===== src/rtl/ctr_sched_pkg.sv =====
// ctr_sched_pkg: shared state encoding and op codes for the counter scheduler
package ctr_sched_pkg;
   typedef enum logic [1:0] {IDLE, LOAD, INCR, DONE} state_t;
   localparam logic OP_LOAD = 1'b0;
   localparam logic OP_INCR = 1'b1;
endpackage


===== src/rtl/rr_arbiter.sv =====
// rr_arbiter: rotating-priority grant, search starts just after ptr
module rr_arbiter #(
   parameter int NREQ = 4,
   parameter int IDW = $clog2(NREQ)
) (
   input  logic [NREQ-1:0] req,
   input  logic [IDW-1:0]  ptr,
   output logic [NREQ-1:0] grant,
   output logic [IDW-1:0]  idx,
   output logic            any_valid
);
   logic [IDW-1:0] j;
   always_comb begin
      grant = '0;
      idx = '0;
      any_valid = 1'b0;
      j = '0;
      for (int k = 1; k <= NREQ; k++) begin
         j = IDW'((int'(ptr) + k) % NREQ);
         if (!any_valid && req[j]) begin
            any_valid = 1'b1;
            idx = j;
         end
      end
      grant[idx] = any_valid;
   end
endmodule


===== src/rtl/ctr_rr_scheduler.sv =====
// ctr_rr_scheduler: round-robin sharing of one loadable up-counter among NREQ requesters
module ctr_rr_scheduler
   import ctr_sched_pkg::*;
#(
   parameter int N = 8,
   parameter int NREQ = 4,
   parameter int LW = 4,
   parameter int IDW = 2
) (
   input  logic              clk,
   input  logic              rst,
   input  logic [NREQ-1:0]   req_valid,
   input  logic [NREQ-1:0]   req_op,
   input  logic [NREQ*N-1:0] req_arg,
   output logic [NREQ-1:0]   req_ready,
   output logic              ctr_cmd,
   output logic [N-1:0]      ctr_data,
   input  logic [N-1:0]      ctr_dout,
   output logic              busy,
   output logic              done,
   output logic [IDW-1:0]    done_id,
   output logic [N-1:0]      result
);
   state_t state, state_n;
   logic [IDW-1:0] ptr, id_q, widx;
   logic [N-1:0] arg_q, warg, ctr_next;
   logic [LW-1:0] rem;
   logic [NREQ-1:0] grant;
   logic any_valid, take, wop;
   rr_arbiter #(.NREQ(NREQ), .IDW(IDW)) u_arb (
      .req(req_valid), .ptr(ptr), .grant(grant), .idx(widx), .any_valid(any_valid)
   );
   assign take = state == IDLE && any_valid && !rst;
   assign wop = req_op[widx];
   assign warg = req_arg[widx*N +: N];
   always_comb begin
      state_n = state;
      case (state)
         IDLE: state_n = !take ? IDLE : wop == OP_LOAD ? LOAD : warg[LW-1:0] == '0 ? DONE : INCR;
         LOAD: state_n = DONE;
         INCR: state_n = rem == LW'(1) ? DONE : INCR;
         default: state_n = IDLE;
      endcase
   end
   // idle/done and reset hold the counter by feeding its own value back
   always_comb begin
      req_ready = take ? grant : '0;
      ctr_cmd = !rst && state == INCR;
      ctr_data = rst ? ctr_dout : state == LOAD ? arg_q : state == INCR ? '0 : ctr_dout;
      busy = state != IDLE;
      ctr_next = ctr_cmd ? ctr_dout + N'(1) : ctr_data;
   end
   always_ff @(posedge clk) begin
      if (rst) begin
         state <= IDLE;
         ptr <= IDW'(NREQ - 1);
         id_q <= '0;
         arg_q <= '0;
         rem <= '0;
         done <= 1'b0;
         done_id <= '0;
         result <= '0;
      end else begin
         state <= state_n;
         if (take) begin
            ptr <= widx;
            id_q <= widx;
            arg_q <= warg;
            rem <= wop == OP_INCR ? warg[LW-1:0] : '0;
         end else if (state == INCR) begin
            rem <= rem - 1'b1;
         end
         // result captures what the counter holds once it settles in DONE
         done <= state_n == DONE;
         if (state_n == DONE) begin
            done_id <= take ? widx : id_q;
            result <= ctr_next;
         end
      end
   end
endmodule


===== config.mk =====
export PLATFORM = sky130hd
export DESIGN_NAME = ctr_rr_scheduler
export DESIGN_NICKNAME = d
export VERILOG_FILES = /design/src/rtl/ctr_sched_pkg.sv /design/src/rtl/rr_arbiter.sv /design/src/rtl/ctr_rr_scheduler.sv
export SDC_FILE = /design/constraint.sdc
export NUM_CORES = 1
export LEC_CHECK = 0
export ABC_AREA = 1
export CAP_MARGIN = 20
export CORE_UTILIZATION = 47
export DETAILED_ROUTE_END_ITERATION = 7
export PLACE_DENSITY = 0.82
export SLEW_MARGIN = 20
export SYNTH_ARGS = -nofsm -noshare
export SYNTH_HDL_FRONTEND = slang
export SYNTH_HIERARCHICAL = 1
export SYNTH_SLANG_ARGS = --single-unit

===== constraint.sdc =====
create_clock -name clk -period 3.4 [get_ports clk]
set_clock_uncertainty 0.2 [all_clocks]
set_input_delay 0.68 -clock clk [delete_from_list [all_inputs] [get_ports clk]]
set_output_delay 0.68 -clock clk [all_outputs]
set_load 0.005 [all_outputs]

==> results.md <==
* RR Startpoint: ptr[0]
* Largest net degree at the start of global routing at 20
* CP max stage delay at roughly 440 ps
* Post-route cell area at 0.00340 mm²
* Tcrit/Tclk final at 0.962
* Critical path's slowest cell: clkdlybuf4s50_1
* Max Clk Rate at 306 MHz
* Post-Route WL at 6710 µm
* Per-cell routed wire length at roughly 13 µm
* Clock Path Buffers at 2
* Post-synth top area cell: dfxtp_1
* Hold Path Sink: result[0]
* Via density at 5.09
* CP max FO at 3
* Post-synth top area share at 0.253
* Cells after Synth at approximately 360
* Die Span Y at around 70 µm
* Post-synth top cells: nand2_1, nor2_1, dfxtp_1, inv_1, nand3_1
* Top_reg_cell synth: dfxtp_1
* All-layer global routing usage at 0.263
* Critical path's top delay family: buffers and inverters
* Buffers on Ports at between 70 and 80
* Syn. warnings at 6
* Post-synth EDFFs at 0
* Total global routing overflow at 0
* Register area share after synthesis at 0.253
* Min-delay src: result[0]
* Initial antenna violation count at 0
* Die ar. at roughly 0.0052 mm²
* Cell Rows at 25
* Final count of hold timing violations at 0
* Post-Syn Area at 0.00229 mm²
* Antenna-violating nets left at 0
* Clock sinks at 29
* Core area at 0.00472 mm²
* Post-DP HPWL at between 4000 and 5000 µm
* Crit start category: primary input
* H-tree depth at 2
* Hold Path Class: register to register
* Diode count at 0
* Share of cells above drive strength 1 at 0.201
* Flop-to-flop setup slack at around 350 ps
* Hold WS at around 270 ps
* TritonCTS clock tree: yes
* Die X at just over 70 µm
* Final min period at between 3000 and 4000 ps
* Global-route wire length before repair at around 11000 µm
* Critical Path End Type: output port
* Placed inst area at 0.00318 mm²
* TritonCTS Buffers at 5
* DRT Pass-1 Iters at 7
* Drt drc at 1
* Slew headroom at 0.734
* Async set-reset flop share out of synthesis at 0
* Worst-path clk slew at about 60 ps
* WP data required at 2520 ps
* Worst Tran Pin Value at 399 ps
* Synth top area cells: dfxtp_1, nand2_1, nor2_1
* Crit-path cells: clkdlybuf4s50_1, inv_1, nand2_1, nand3_2, nand2_1, nor2_4, nand4_1, nand2_2, buf_4, inv_1, nor2_2, inv_1, nor2_1, dlygate4sd2_1
* Worst-Skew Late Latency at around 280 ps
* Flops & latches, synth at 29
* Peak supply drop at 580 µV
* Slew Viols, Final at 0
* IO Pins at 75
* Routability cong. at approximately 0.84
* Syn_nets at between 400 and 500
* Most used cell, CP: inv_1
* R2r endpoint: result[4]
* Vias after detailed routing at 2673
* Synth cell types at 37
* Failing checks: design-rule violations
* Vias in the first global route at 2571
* Pleak at around 1.6 nW
* Syn_area_per_cell at 6.41 µm²
* Crit Path Class: primary input to output port
* Hold Path Depth at 2
* CP arrival at 2390 ps
* Worst r2r path cells at 22
* CTS root buffer: clkbuf_8
* Max_cap viols at 0
* Final #Nets at 514
* Power density over the cells at around 1300 mW/mm²
* # setup viols final at 0
* Most frequent cell after synthesis: nand2_1
* Outcome: finished with violations
* Fin util at 0.720
* Initial Util at 0.486
* DR iter-0 viols at around 170
* P&R area growth vs syn at 48.2%
* Buf/Inv on CP at 6
-- registers in the layout, summed over array words and instances, names as in the netlist --
name	flops
id_q	2
arg_q	8
rem	4
state	2
result	8
done	1
ptr	2
done_id	2
-- layout make-up --
type	instances	area, µm²
Inverter	37	149
Clock buffer	7	96.3
Clock inverter	1	5.00
Tap cell	67	83.8
Sequential cell	29	581
Multi-Input combinational cell	281	1500
Fill cell	375	1320
Timing Repair Buffer	103	990
-- where the power goes --
group | internal (mW) | switching (mW) | total [mW]
Combinational | 1.55 | 1.82 | 3.38
Clock | 0.183 | 0.133 | 0.315
Sequential | 0.498 | 0.103 | 0.601
Total | 2.23 | 2.06 | 4.29
-- worst register-to-register path, delay by kind of cell, from the launching register on --
kind | cells | cell delay (ps)
and+or+nand+nor | 14 | 1260
buffers and inverters | 6 | 690
DFF | 1 | 560
AOI/OAI and AO/OA | 2 | 230
-- how the worst max path moves through the flow --
stage          depth (start not counted)          from           end
2_1_floorplan                         23  req_valid[2]    done_id[0]
6_report                              14  req_valid[2]  req_ready[2]
4_1_cts                               21  req_valid[0]     result[1]
3_3_place_gp                          13  req_valid[3]  req_ready[2]
5_1_grt                               20  req_valid[1]     result[3]
3_5_place_dp                          20  req_valid[3]     result[1]
-- cell usage in the layout, fill, tap and decap left out, drive strengths merged --
cell / synthesis / routed
a31o: 3 / 3
clkinv: 0 / 1
o21ai: 26 / 26
dlygate4sd2: 0 / 4
clkbuf: 3 / 8
a21oi: 18 / 18
a211oi: 1 / 1
dfxtp: 29 / 29
a221oi: 2 / 2
nor3: 1 / 1
nand3b: 4 / 4
clkdlybuf4s50: 0 / 69
a41oi: 1 / 1
xor2: 3 / 3
buf: 9 / 29
xnor2: 1 / 1
nor2: 54 / 55
a31oi: 5 / 5
nand2: 121 / 121
nor3b: 1 / 1
inv: 37 / 37
nand3: 25 / 25
ha: 7 / 7
nand4: 4 / 4
a22o: 3 / 3
-- metal layers --
layer,GRT usage,vias to the layer above,routed length [µm]
met5,0,-,0
met4,0.109,0,135
met3,0.0408,16,306
met2,0.494,85,3550
met1,0.293,1217,2720
li1,-,1355,-
-- cells by family (layout without fill, tap and decap cells) --
| kind of cell | Yosys count | after routing | share of synthesized area |
|---|---|---|---|
| AND/OR/NAND/NOR | 210 | 211 | 0.426 |
| buffers and inverters | 49 | 148 | 0.105 |
| flip-flops | 29 | 29 | 0.253 |
| XOR/XNOR | 4 | 4 | 0.0153 |
| AO/OA/AOI/OAI | 59 | 59 | 0.162 |
| adder cells (fa/ha/maj) | 7 | 7 | 0.0382 |
-- metrics by stage --
step	power, mW	cells	setup TNS (ps)	worst slack, ps
2_1_floorplan	2.68	358	0	695
3_3_place_gp	3.45	506	-572	-63.3
3_5_place_dp	3.53	506	-1440	-142
4_1_cts	3.91	516	0	77.9
5_1_grt	4.68	525	-23.1	-23.1
6_report	4.29	525	0	130
-- timing repair --
item | 4_1_cts | 5_1_grt
pin swaps | 4 | 6
endpoints found under the setup margin | 4 | 14
hold buffers | 0 | 0
buffers inserted | 2 | 9
gates cloned | 0 | 1
resized for setup | 9 | 5
(Power assumes the default switching activity.)
